<file path="src/rtl/reg_bank_pkg.sv">
// reg_bank shared types: access FSM states and read/write encodings.
// Build option: define REG_BANK_LOCK_EN to add the write-lock register.
package reg_bank_pkg;

  typedef enum logic [1:0] {
    IDLE,
    ACCESS,
    ACK,
    WAIT
  } state_t;

  localparam logic OP_WR = 1'b1;
  localparam logic OP_RD = 1'b0;

endpackage

</file>
<file path="src/rtl/reg_bank_ctrl.sv">
// reg_bank access FSM, request capture and address decode.
// Build option: REG_BANK_LOCK_EN adds lock-address decode and write blocking.
module reg_bank_ctrl
  import reg_bank_pkg::*;
#(
  parameter int BASE_ADDR = 0,
  parameter int W_WIDTH   = 8,
  parameter int NUM_REGS  = 4,
  parameter int IW        = 2
) (
  input  logic               clk,
  input  logic               rst_n,
  input  logic               sel_en,
  input  logic               wr_rd_s,
  input  logic [W_WIDTH-1:0] addr,
  input  logic [W_WIDTH-1:0] wr_data,
`ifdef REG_BANK_LOCK_EN
  input  logic               lock,
  output logic               lock_we,
  output logic               rd_lock,
`endif
  output logic               ack,
  output logic               err,
  output logic               we,
  output logic               rd_en,
  output logic [IW-1:0]      idx,
  output logic [W_WIDTH-1:0] wdata
);

`ifdef REG_BANK_LOCK_EN
  localparam int LOCK_N = 1;
`else
  localparam int LOCK_N = 0;
`endif

  if (NUM_REGS < 1 || NUM_REGS > 16) begin : g_bad_num
    $error("reg_bank: NUM_REGS must be 1..16");
  end
  if ((64'(BASE_ADDR) + 64'(NUM_REGS) + 64'(LOCK_N))
      > (64'd1 << W_WIDTH)) begin : g_bad_map
    $error("reg_bank: register map exceeds address space");
  end

  localparam logic [W_WIDTH-1:0] BASE = W_WIDTH'(BASE_ADDR);
  localparam logic [W_WIDTH:0]   NREG = (W_WIDTH+1)'(NUM_REGS);

  state_t state, nxt;

  logic [W_WIDTH-1:0] a_q;
  logic [W_WIDTH-1:0] d_q;
  logic               wr_q;
  logic [W_WIDTH:0]   off;
  logic               hit;
  logic               lk_hit;
  logic               blocked;

  always_ff @(posedge clk or negedge rst_n) begin
    if (!rst_n) state <= IDLE;
    else        state <= nxt;
  end

  always_comb begin
    nxt = state;
    case (state)
      IDLE:    if (sel_en) nxt = ACCESS;
      ACCESS:  nxt = ACK;
      ACK:     nxt = sel_en ? WAIT : IDLE;
      WAIT:    if (!sel_en) nxt = IDLE;
      default: nxt = IDLE;
    endcase
  end

  always_ff @(posedge clk or negedge rst_n) begin
    if (!rst_n) begin
      a_q  <= '0;
      d_q  <= '0;
      wr_q <= OP_RD;
    end else if (state == IDLE && sel_en) begin
      a_q  <= addr;
      d_q  <= wr_data;
      wr_q <= wr_rd_s;
    end
  end

  // widened subtract so addresses below BASE wrap out of range
  assign off = {1'b0, a_q} - {1'b0, BASE};
  assign hit = (a_q >= BASE) && (off < NREG);
  assign idx = off[IW-1:0];
  assign wdata = d_q;

`ifdef REG_BANK_LOCK_EN
  assign lk_hit  = (a_q >= BASE) && (off == NREG);
  assign blocked = lock;
  assign lock_we = (state == ACCESS) && (wr_q == OP_WR)
                   && lk_hit && d_q[0];
  assign rd_lock = ack && (wr_q == OP_RD) && lk_hit;
`else
  assign lk_hit  = 1'b0;
  assign blocked = 1'b0;
`endif

  assign ack   = (state == ACK);
  assign we    = (state == ACCESS) && (wr_q == OP_WR)
                 && hit && !blocked;
  assign rd_en = ack && (wr_q == OP_RD) && hit;
  assign err   = ack && (!(hit || lk_hit)
                 || ((wr_q == OP_WR) && hit && blocked));

endmodule

</file>
<file path="src/rtl/reg_bank.sv">
// reg_bank top: configuration register array, lock bit and read mux.
// Build option: REG_BANK_LOCK_EN adds a sticky lock at BASE_ADDR+NUM_REGS.
module reg_bank
  import reg_bank_pkg::*;
#(
  parameter int                  BASE_ADDR = 0,
  parameter int                  W_WIDTH   = 8,
  parameter int                  NUM_REGS  = 4,
  parameter logic [W_WIDTH-1:0]  RST_VAL   = '0
) (
  input  logic                        clk,
  input  logic                        rst_n,
  input  logic                        sel_en,
  input  logic                        wr_rd_s,
  input  logic [W_WIDTH-1:0]          addr,
  input  logic [W_WIDTH-1:0]          wr_data,
  output logic [W_WIDTH-1:0]          rd_data,
  output logic                        ack,
  output logic                        err,
  output logic [NUM_REGS*W_WIDTH-1:0] reg_data2port_out
);

  localparam int IW = (NUM_REGS > 1) ? $clog2(NUM_REGS) : 1;

  logic [W_WIDTH-1:0] regs [NUM_REGS];
  logic               we;
  logic               rd_en;
  logic [IW-1:0]      idx;
  logic [W_WIDTH-1:0] wdata;

`ifdef REG_BANK_LOCK_EN
  logic lock;
  logic lock_we;
  logic rd_lock;

  always_ff @(posedge clk or negedge rst_n) begin
    if (!rst_n)       lock <= 1'b0;
    else if (lock_we) lock <= 1'b1;
  end
`endif

  reg_bank_ctrl #(
    .BASE_ADDR (BASE_ADDR),
    .W_WIDTH   (W_WIDTH),
    .NUM_REGS  (NUM_REGS),
    .IW        (IW)
  ) u_ctrl (
    .clk     (clk),
    .rst_n   (rst_n),
    .sel_en  (sel_en),
    .wr_rd_s (wr_rd_s),
    .addr    (addr),
    .wr_data (wr_data),
`ifdef REG_BANK_LOCK_EN
    .lock    (lock),
    .lock_we (lock_we),
    .rd_lock (rd_lock),
`endif
    .ack     (ack),
    .err     (err),
    .we      (we),
    .rd_en   (rd_en),
    .idx     (idx),
    .wdata   (wdata)
  );

  always_ff @(posedge clk or negedge rst_n) begin
    if (!rst_n) begin
      for (int i = 0; i < NUM_REGS; i++) regs[i] <= RST_VAL;
    end else if (we) begin
      regs[idx] <= wdata;
    end
  end

  for (genvar g = 0; g < NUM_REGS; g++) begin : g_out
    assign reg_data2port_out[g*W_WIDTH +: W_WIDTH] = regs[g];
  end

  always_comb begin
    rd_data = '0;
    unique case (1'b1)
      rd_en:   rd_data = regs[idx];
`ifdef REG_BANK_LOCK_EN
      rd_lock: rd_data = W_WIDTH'(lock);
`endif
      default: rd_data = '0;
    endcase
  end

endmodule

</file>
<file path="config.mk">
export PLATFORM = sky130hd
export DESIGN_NAME = reg_bank
export DESIGN_NICKNAME = d
export VERILOG_FILES = /design/src/rtl/reg_bank_pkg.sv /design/src/rtl/reg_bank_ctrl.sv /design/src/rtl/reg_bank.sv
export SDC_FILE = /design/constraint.sdc
export NUM_CORES = 1
export LEC_CHECK = 0
export BUFFER_PORTS_ARGS = -buffer_cell sky130_fd_sc_hd__buf_2
export CELL_PAD_IN_SITES_DETAIL_PLACEMENT = 1
export CELL_PAD_IN_SITES_GLOBAL_PLACEMENT = 1
export CORE_MARGIN = 5
export CORE_UTILIZATION = 42
export CTS_CLUSTER_DIAMETER = 120
export DETAILED_ROUTE_END_ITERATION = 12
export PLACE_DENSITY_LB_ADDON = 0.1
export SYNTH_ARGS = -nofsm -noshare
export SYNTH_HDL_FRONTEND = slang
export SYNTH_SLANG_ARGS = --single-unit
</file>
<file path="constraint.sdc">
create_clock -name clk -period 2.2 [get_ports clk]
set_input_delay 0.33 -clock clk [delete_from_list [all_inputs] [get_ports clk]]
set_output_delay 0.33 -clock clk [all_outputs]
set_load 0.05 [all_outputs]
</file>
==> impl_metrics.ini <==
[global_routing]
use_met1_pct = 21.4
grt_pass1_wl_mm = 9.32
grt-busiest-layer = met2
antenna_found_initial = 0
track_usage_pct = 16.9
met2_usage_pct = 28.6
grt_use_met3_pct = 4.81
grt_overflow = 0
grt_start_max_net_pins = 31
grt_pass1_vias = 1703

[floorplanning]
io_pins = 62
die_area_um2 = 7100
core_area_um2 = 5440
initial_core_util_pct = 42.6
rows = 27
die_h_um = 84.3
die_w_um = 84.3

[setup_path]
crit_cells = 4
critPathKind = flop to flop
startpoint = u_ctrl.a_q[5]$_DFFE_PN0P_
critical_path.top_delay_family = simple AND/OR/NAND/NOR gates
slowest_stage = or4_4
cp.buffers_inverters = 1
cp-end-kind = flop
cp_cell_sequence = or4_4, or4_1, buf_4, mux2_4
r2r_slack_ps = 60
crit_arrival_ps = 2320
startpoint_type = flop
cp_slowest_stage_delay_ps = 600
critPathMaxFanout = 8
cp.required_ps = 2390
rr_worst_depth = 4
r2r_start = u_ctrl.a_q[5]$_DFFE_PN0P_
r2r-end = reg_data2port_out[16]$_DFFE_PN0P_

[synthesis]
yosys_register_bits = 51
ys_seq_area_share_pct = 55.1
syn_area_um2 = 2320
syn_area_per_cell_um2 = 16.3
synthDistinctLibCells = 23
synth_cells = 142
syn_nets = 162
ys.warnings.count = 0

[clock_network]
cts_buffer_depth = 2
clk_latency_ps = 300
cts-htree-levels = 2
tritoncts = yes
path_clk_slew_ps = 90
numCtsBuffers = 5
cts.sinks = 51
ctsRootBufferMaster = clkbuf_8

[detailed_routing]
wl_per_cell_um = 19.6
num_vias = 1492
dr.first_iter.drc_count = 59
wirelength_mm = 5.65
drcViolationCount = 0
via_per_inst = 5.18
ant_nets = 0
dr.pass1.iters = 4

[power_and_ir_drop]
clockPowerShare_pct = 24.4
p_leak_uw = 0.00150
switchingPower_uw = 939
switching_share_pct = 34.2
vdd_ir_drop_max_uv = 427
p_int_uw = 1800
p_seq_share_pct = 47.9
power_frac_comb_pct = 27.7
power.total_uw = 2740
power.density_nw_per_um2 = 933

[finish]
final_common_cell = buf_2
drive_above_1_share_pct = 70.4
fillers = 554
final_cell_mix = 53 x buf_2, 51 x dfrtp_1, 32 x mux2_2
final_cells = 288
antenna_cells = 0
area_growth_pct = 26.9
utilization_pct = 54.1
nets = 235

[sta]
rsz0062_at_grt = false
finalMaxSlewViolations = 0
worst_pin_slew_ps = 639
relSlewSlack_pct = 57.4
fin_crit_sh_pct = 97.1
finalHoldViolations = 0
setup_viol = 0
fin_skew_ps = 8.88
layout_setup_ws_ps = 63.5
fmax_mhz = 468
fin_worst_hold_slack_ps = 32.7
finalCriticalPeriod_ps = 2140

[placement]
post-place-cells = 280
pre_cts_ws_ps = 105
portBuffers = 61
gp_congestion = 0.766
dpl.hpwl_mm = 4.41

[worst_hold_path]
hold_class = input pin to async pin

[status]
status = complete, no violations

[flow_run]
drv_cap = 0
[metrics by stage]
| stage | instance area (µm²) | TNS (ps) |
|---|---|---|
| finish | 2940 | 0 |
| detailed placement | 2780 | 0 |
| global placement | 2780 | 0 |
| floorplan | 2340 | -702 |
| CTS | 2910 | 0 |
| global route | 2940 | 0 |
[power groups by stage]
| stage | registers, µW | logic [µW] | clock network, µW |
|---|---|---|---|
| 6_report | 1310 | 760 | 671 |
| 5_1_grt | 1350 | 806 | 734 |
| 4_1_cts | 1310 | 767 | 685 |
| 3_5_place_dp | 1320 | 763 | 0 |
| 3_3_place_gp | 1300 | 738 | 0 |
| 2_1_floorplan | 1420 | 402 | 0 |
[how the worst max path moves through the flow]
stage / end / slack [ps]
6_report: reg_data2port_out[16]$_DFFE_PN0P_ / 60
5_1_grt: rd_data[3] / 0.2
4_1_cts: rd_data[6] / 2
3_5_place_dp: reg_data2port_out[17]$_DFFE_PN0P_ / 100
3_3_place_gp: reg_data2port_out[19]$_DFFE_PN0P_ / 150
2_1_floorplan: rd_data[0] / -90
[synthesized netlist by cell type]
cell,n,area [µm²]
inv_1,1,3.75
or2_2,1,6.26
nand4b_1,2,17.5
and2_1,1,6.26
nand2b_1,1,6.26
o21ai_0,1,5.00
or4bb_1,1,11.3
mux4_2,8,180
nor4_1,1,6.26
or4_4,2,22.5
clkbuf_1,3,11.3
nor4_4,2,42.5
nor3b_1,1,7.51
a21boi_0,1,7.51
or4_1,1,7.51
buf_2,1,5.00
nor2_1,1,3.75
mux2_4,16,240
dfrtp_1,51,1280
nand2_1,3,11.3
nor2b_1,9,56.3
mux2_2,32,360
buf_6,2,22.5
[timing repair]
action | 4_1_cts | 5_1_grt
setup endpoints to repair | 8 | 8
buffers inserted | 0 | 0
resized for setup | 1 | 15
hold buffers | 0 | 0
[per-layer routing]
layer | wire (µm) | part of all wire (%) | vias up
li1 | - | - | 666
met1 | 2450 | 43 | 772
met2 | 2810 | 50 | 48
met3 | 322 | 5.7 | 6
met4 | 66 | 1.2 | 0
met5 | 0 | 0 | -
[registers in the layout, indices dropped and copies added, names as in the netlist]
signal	cells
reg_data2port_out	32
u_ctrl.a_q	8
u_ctrl.wdata	8
u_ctrl.state	2
u_ctrl.wr_q	1
[cell type report]
cell class | count | area [µm²] | share of cell area (%)
well taps | 72 | 90.1 | 3.06
inverters | 1 | 3.75 | 0.128
repair buffers | 72 | 412 | 14.0
flip-flops and latches | 51 | 1280 | 43.4
multi-input cells | 84 | 1040 | 35.4
clock buffers | 6 | 82.6 | 2.81
clock inverters | 2 | 35.0 | 1.19
[cell families (layout without fill, tap and decap cells)]
| logic type | Yosys count | after routing | synth area share (%) |
|---|---|---|---|
| flops | 51 | 51 | 55.1 |
| buf+inv | 7 | 81 | 1.84 |
| simple gates | 26 | 26 | 8.86 |
| compound gates | 2 | 2 | 0.540 |
| mux | 56 | 56 | 33.7 |
Note: power is estimated with default switching activity, not from simulation.
